## src/rtl/bitwise_seq.sv

```systemverilog
// ----------------------------------------------------------------------------
// bitwise_seq
//   Sequencer that runs an external 8-bit bitwise/carry unit over multi-byte
//   operands held in a dual-read, single-write byte memory. Each byte takes
//   three cycles: FETCH (present read addresses), EXEC (feed the unit and
//   capture its result and carry), and WRITE (store the result). cout of one
//   byte becomes cin of the next.
//
//   Optional feature (macro BITSEQ_ZFLAG_EN): adds output 'zero', which is 1
//   when every result byte of the last operation was 0x00.
//
// Ports
//   clk, rst_n                 clock (rising edge), async active-low reset
//   start, op, cin, dir, len   launch request and operation descriptor
//   base_a, base_b, base_q     first byte address of A, B and result
//   ra_addr/ra_data            read port A (data one cycle after address)
//   rb_addr/rb_data            read port B
//   wr_en, wr_addr, wr_data    write port, one strobe per byte
//   alu_a, alu_b, alu_op,
//   alu_cin, alu_q, alu_cout   connection to the combinational bitwise unit
//   busy, done, cout           status: running, end pulse, final carry
//   zero                       (BITSEQ_ZFLAG_EN only) all results were zero
// ----------------------------------------------------------------------------
module bitwise_seq #(
    parameter int ADDR_W = 8,
    parameter int LEN_W  = 3
) (
    input  logic              clk,
    input  logic              rst_n,
    input  logic              start,
    input  logic [2:0]        op,
    input  logic              cin,
    input  logic              dir,
    input  logic [LEN_W-1:0]  len,
    input  logic [ADDR_W-1:0] base_a,
    input  logic [ADDR_W-1:0] base_b,
    input  logic [ADDR_W-1:0] base_q,
    output logic [ADDR_W-1:0] ra_addr,
    input  logic [7:0]        ra_data,
    output logic [ADDR_W-1:0] rb_addr,
    input  logic [7:0]        rb_data,
    output logic              wr_en,
    output logic [ADDR_W-1:0] wr_addr,
    output logic [7:0]        wr_data,
    output logic [7:0]        alu_a,
    output logic [7:0]        alu_b,
    output logic [2:0]        alu_op,
    output logic              alu_cin,
    input  logic [7:0]        alu_q,
    input  logic              alu_cout,
    output logic              busy,
    output logic              done,
    output logic              cout
`ifdef BITSEQ_ZFLAG_EN
    ,
    output logic              zero
`endif
);

    typedef enum logic [2:0] {
        S_IDLE,
        S_FETCH,
        S_EXEC,
        S_WRITE,
        S_DONE
    } state_t;

    state_t            state, state_next;
    logic [2:0]        op_r;
    logic              dir_r;
    logic [LEN_W-1:0]  len_r;
    logic [ADDR_W-1:0] base_a_r, base_b_r, base_q_r;
    logic [LEN_W-1:0]  idx;
    logic              carry_r;
    logic [7:0]        wdata_r;
    logic              cout_r;
`ifdef BITSEQ_ZFLAG_EN
    logic              zero_r;
`endif

    // Byte address for the current index; wraps modulo 2^ADDR_W.
    function automatic logic [ADDR_W-1:0] byte_addr(input logic [ADDR_W-1:0] base);
        return dir_r ? base - ADDR_W'(idx) : base + ADDR_W'(idx);
    endfunction

    // NOTE: every register here is small control/datapath state, so all of it
    // is reset; reset values also define the all-zero outputs after abort.
    always_ff @(posedge clk or negedge rst_n) begin
        if (!rst_n) begin
            state    <= S_IDLE;
            op_r     <= '0;
            dir_r    <= 1'b0;
            len_r    <= '0;
            base_a_r <= '0;
            base_b_r <= '0;
            base_q_r <= '0;
            idx      <= '0;
            carry_r  <= 1'b0;
            wdata_r  <= '0;
            cout_r   <= 1'b0;
`ifdef BITSEQ_ZFLAG_EN
            zero_r   <= 1'b0;
`endif
        end else begin
            // NOTE: non-blocking assignments so every register samples the
            // pre-edge values regardless of statement order.
            state <= state_next;
            case (state)
                S_IDLE: if (start) begin
                    op_r     <= op;
                    dir_r    <= dir;
                    len_r    <= len;
                    base_a_r <= base_a;
                    base_b_r <= base_b;
                    base_q_r <= base_q;
                    idx      <= '0;
                    carry_r  <= cin;
`ifdef BITSEQ_ZFLAG_EN
                    zero_r   <= 1'b1;
`endif
                end
                S_EXEC: begin
                    wdata_r <= alu_q;
                    carry_r <= alu_cout;
`ifdef BITSEQ_ZFLAG_EN
                    zero_r  <= zero_r & (alu_q == 8'h00);
`endif
                end
                S_WRITE: begin
                    // Final carry is frozen here so it stays stable from done
                    // until the next start.
                    if (idx == len_r) cout_r <= carry_r;
                    else              idx    <= idx + 1'b1;
                end
                default: ;
            endcase
        end
    end

    always_comb begin
        // NOTE: defaults first so no path leaves an output unassigned (no latches).
        state_next = state;
        ra_addr    = '0;
        rb_addr    = '0;
        wr_en      = 1'b0;
        wr_addr    = '0;
        alu_a      = '0;
        alu_b      = '0;
        alu_cin    = 1'b0;
        busy       = 1'b0;
        done       = 1'b0;
        case (state)
            S_IDLE:  if (start) state_next = S_FETCH;
            S_FETCH: begin
                busy       = 1'b1;
                ra_addr    = byte_addr(base_a_r);
                rb_addr    = byte_addr(base_b_r);
                state_next = S_EXEC;
            end
            S_EXEC: begin
                busy       = 1'b1;
                ra_addr    = byte_addr(base_a_r);
                rb_addr    = byte_addr(base_b_r);
                alu_a      = ra_data;
                alu_b      = rb_data;
                alu_cin    = carry_r;
                state_next = S_WRITE;
            end
            S_WRITE: begin
                busy       = 1'b1;
                wr_en      = 1'b1;
                wr_addr    = byte_addr(base_q_r);
                state_next = (idx == len_r) ? S_DONE : S_FETCH;
            end
            S_DONE: begin
                done       = 1'b1;
                state_next = S_IDLE;
            end
            default: state_next = S_IDLE;
        endcase
    end

    // Outputs are decoded from state/registers so an async reset clears them
    // immediately.
    assign alu_op  = busy ? op_r : 3'd0;
    assign wr_data = wdata_r;
    assign cout    = cout_r;
`ifdef BITSEQ_ZFLAG_EN
    assign zero    = zero_r;
`endif

endmodule

```

## config.mk

```make
export PLATFORM = sky130hd
export DESIGN_NAME = bitwise_seq
export DESIGN_NICKNAME = d
export VERILOG_FILES = /design/src/rtl/bitwise_seq.sv
export SDC_FILE = /design/constraint.sdc
export NUM_CORES = 1
export LEC_CHECK = 0
export ABC_CLOCK_PERIOD_IN_PS = 8500
export CAP_MARGIN = 0
export CORE_MARGIN = 1
export CORE_UTILIZATION = 55
export CTS_BUF_LIST = sky130_fd_sc_hd__clkbuf_4 sky130_fd_sc_hd__clkbuf_8
export CTS_CLUSTER_SIZE = 40
export DETAILED_ROUTE_END_ITERATION = 10
export DONT_BUFFER_PORTS = 1
export PLACE_DENSITY = 0.73
export SLEW_MARGIN = 20
export SYNTH_ARGS = -nofsm -noshare
export SYNTH_HDL_FRONTEND = slang
export SYNTH_SLANG_ARGS = --single-unit
```

## constraint.sdc

```tcl
create_clock -name clk -period 8.5 [get_ports clk]
set_clock_uncertainty 0.1 [all_clocks]
set_input_delay 1.275 -clock clk [delete_from_list [all_inputs] [get_ports clk]]
set_output_delay 1.275 -clock clk [all_outputs]
set_load 0.1 [all_outputs]
```

==> impl_metrics.py <==
metrics = {
    "sta": {
        "max-slew-margin-rel": 0.214,
        "clock.fmax_ghz": 0.197,
        "period_share": 0.598,
        "tns_ns": 0,
        "min_period_ns": 5.08,
        "rsz0062_at_grt": "false",
        "setup_viol_count_final": 0,
        "worst_slew_pin_slew_ns": 1.18,
        "slew_viol_final": 0,
        "hold_violations": 0,
    },
    "drt": {
        "finalWirelength_um": 6370,
        "ant_nets": 0,
        "drt_iter0_markers": 104,
        "vias_per_cell": 5.93,
        "drt-pass1-iter-count": 4,
        "num_vias": 2240,
        "drc": 0,
        "wl_per_cell_um": 16.9,
    },
    "critical_path": {
        "startpoint_type": "flop",
        "setup.worst_path.class": "flop to primary output",
        "critPathTopFamily": "compound AO/OA/AOI/OAI gates",
        "cpMaxStageDelayCell": "a21oi_2",
        "r2r_slack_ns": 5.77,
        "path_common_cell": "inv_1",
        "required_ns": 7.12,
        "cp_max_fo": 7,
        "cpPeakStageDelay_ns": 0.95,
        "crit-reg2reg-capture": "idx[0]",
        "cp_cell_sequence": "inv_1, a31oi_1, inv_1, ha_1, a21o_1, a2111oi_1, o21ai_0, a21oi_2",
        "reg2reg_from": "state[2]",
        "cp.arrival_ns": 3.71,
        "cp-end-kind": "primary output",
        "crit_buf_inv": 2,
        "r2r_cells": 4,
    },
    "grt": {
        "antenna_found_initial": 0,
        "track_usage": 0.225,
        "grt_pass1_vias": 2230,
        "grt_pass1_wl_um": 10600,
        "gr-total-overflow": 0,
        "grt_max_degree": 48,
    },
    "clock_network": {
        "htree_levels": 2,
        "clock_sinks": 47,
        "cts_setup_buffers": 0,
        "clockBufferDepth": 2,
        "post_cts_resize_count": 0,
        "cts_root_buf": "clkbuf_8",
        "hold_buffers": 0,
        "clk_latency_ns": 0.30,
        "tritoncts": "done",
        "cts.clk_slew.worst_paths_ns": 0.09,
        "cts-buffers-inserted": 5,
    },
    "floorplanning": {
        "io_pins": 116,
        "core_um2": 5510,
        "die_y_um": 77.4,
        "initial_core_util": 0.568,
        "num_rows": 27,
        "die_w_um": 77.4,
        "die_area_um2": 5990,
    },
    "logic_synthesis": {
        "synthTopCellsByArea": "dfrtp_1 (38%), mux2_2 (13%), ha_1 (8.4%)",
        "syn_area_um2": 3130,
        "ys_types": 39,
        "yosysTopAreaCellShare": 0.376,
        "syn_avg_cell_area_um2": 10.3,
        "synth-seq-cells": 47,
        "async_reset_ff_frac": 1.00,
        "synthCells": 305,
        "yosysWarningCount": 0,
        "synth_edf_count": 0,
        "synth_largest_area_cell": "dfrtp_1",
        "synth_nets": 389,
        "seq_area_frac_synth": 0.376,
        "synthFlopType": "dfrtp_1",
    },
    "min_path": {
        "worstHoldStart": "op_r[1]",
        "min_path_cells": 1,
        "min_path_type": "flop to flop",
        "min_to": "op_r[1]",
    },
    "final_layout": {
        "n_antenna_cell": 0,
        "syn2layout_area_growth_pct": 8.20,
        "fin_nets": 390,
        "drive_gt1_frac": 0.252,
    },
    "place": {
        "place.gp.congestion": 0.906,
        "hpwl_um": 4890,
        "numPortBuffers": 0,
    },
    "job": {
        "cap_violations": 0,
    },
    "status": {
        "status": "completed",
    },
}
## synth_stat cells (2+ instances only)
cell type / n
dfrtp_1: 47
mux2_2: 37
nand2_1: 22
and2_1: 21
ha_1: 21
nor2_1: 21
o21ai_0: 18
a21oi_1: 16
inv_1: 14
xor2_1: 10
xnor2_1: 9
a21o_1: 7
buf_2: 7
nor2b_1: 6
or3_1: 5
a211o_1: 4
a211oi_1: 3
clkbuf_1: 3
fa_1: 3
nand2b_1: 3
nand4_1: 3
o21a_1: 3
o31ai_4: 3
a2111oi_1: 2
mux2i_1: 2
o32ai_1: 2
## metrics by stage
stage           util  cells  worst slack (ns)  hold WS (ns)  area [um2]
6_report       0.615    378              3.42         0.410        3380
2_1_floorplan      -    305              3.33         0.372        3130
5_1_grt        0.615    378              3.15         0.432        3380
3_3_place_gp   0.593    371              3.87         0.381        3270
3_5_place_dp   0.593    371              3.74         0.395        3270
4_1_cts        0.612    378              3.38         0.416        3370
## cell usage in the layout, fill, tap and decap left out, drive strengths merged, types with 7 or more instances in the layout
master,n
a21o,7
a21oi,16
and2,21
dfrtp,47
ha,21
inv,14
mux2,37
nand2,22
nor2,21
o21ai,18
xnor2,9
xor2,10
## routing by layer
metal  track usage  share of wire  vias up
li1              -              -     1065
met1         0.287           0.44     1072
met2         0.365           0.47       95
met3        0.0706          0.078        8
met4        0.0698          0.011        0
met5             0              0        -
## logic make-up (layout without fill, tap and decap cells)
family / after synthesis / after routing / synth area share
and+or+nand+nor: 88 / 88 / 0.151
AOI/OAI and AO/OA: 62 / 62 / 0.139
DFF: 47 / 47 / 0.376
muxes: 39 / 39 / 0.140
adders and majority gates: 25 / 25 / 0.106
buffers and inverters: 25 / 26 / 0.0352
xor gates and xnor gates: 19 / 19 / 0.0532
## worst max-delay path by stage
stage,start,to,slack [ns],cells past startpoint
2_1_floorplan,idx[0],ra_addr[7],3.33,10
3_3_place_gp,idx[0],rb_addr[6],3.87,8
3_5_place_dp,idx[0],rb_addr[6],3.74,8
4_1_cts,idx[0],rb_addr[6],3.38,8
5_1_grt,idx[0],wr_addr[6],3.15,8
6_report,idx[0],wr_addr[6],3.42,8
## registers in the layout, summed over array words and instances, names as in the netlist
signal	count
idx	3
base_q_r	8
len_r	3
base_b_r	8
wr_data	8
cout	1
dir_r	1
op_r	3
base_a_r	8
state	3
carry_r	1
## cell type report
cell class	count	area, um2
Fill cell	464	2120
Multi-Input combinational cell	233	1920
Sequential cell	47	1180
Tap cell	72	90.1
Clock buffer	5	68.8
Inverter	14	52.6
Clock inverter	2	37.5
Timing Repair Buffer	5	37.5
Power is left out: the tool's default activity adds up to more than one toggle a clock period on the data nets, which glitch-free logic cannot reach.
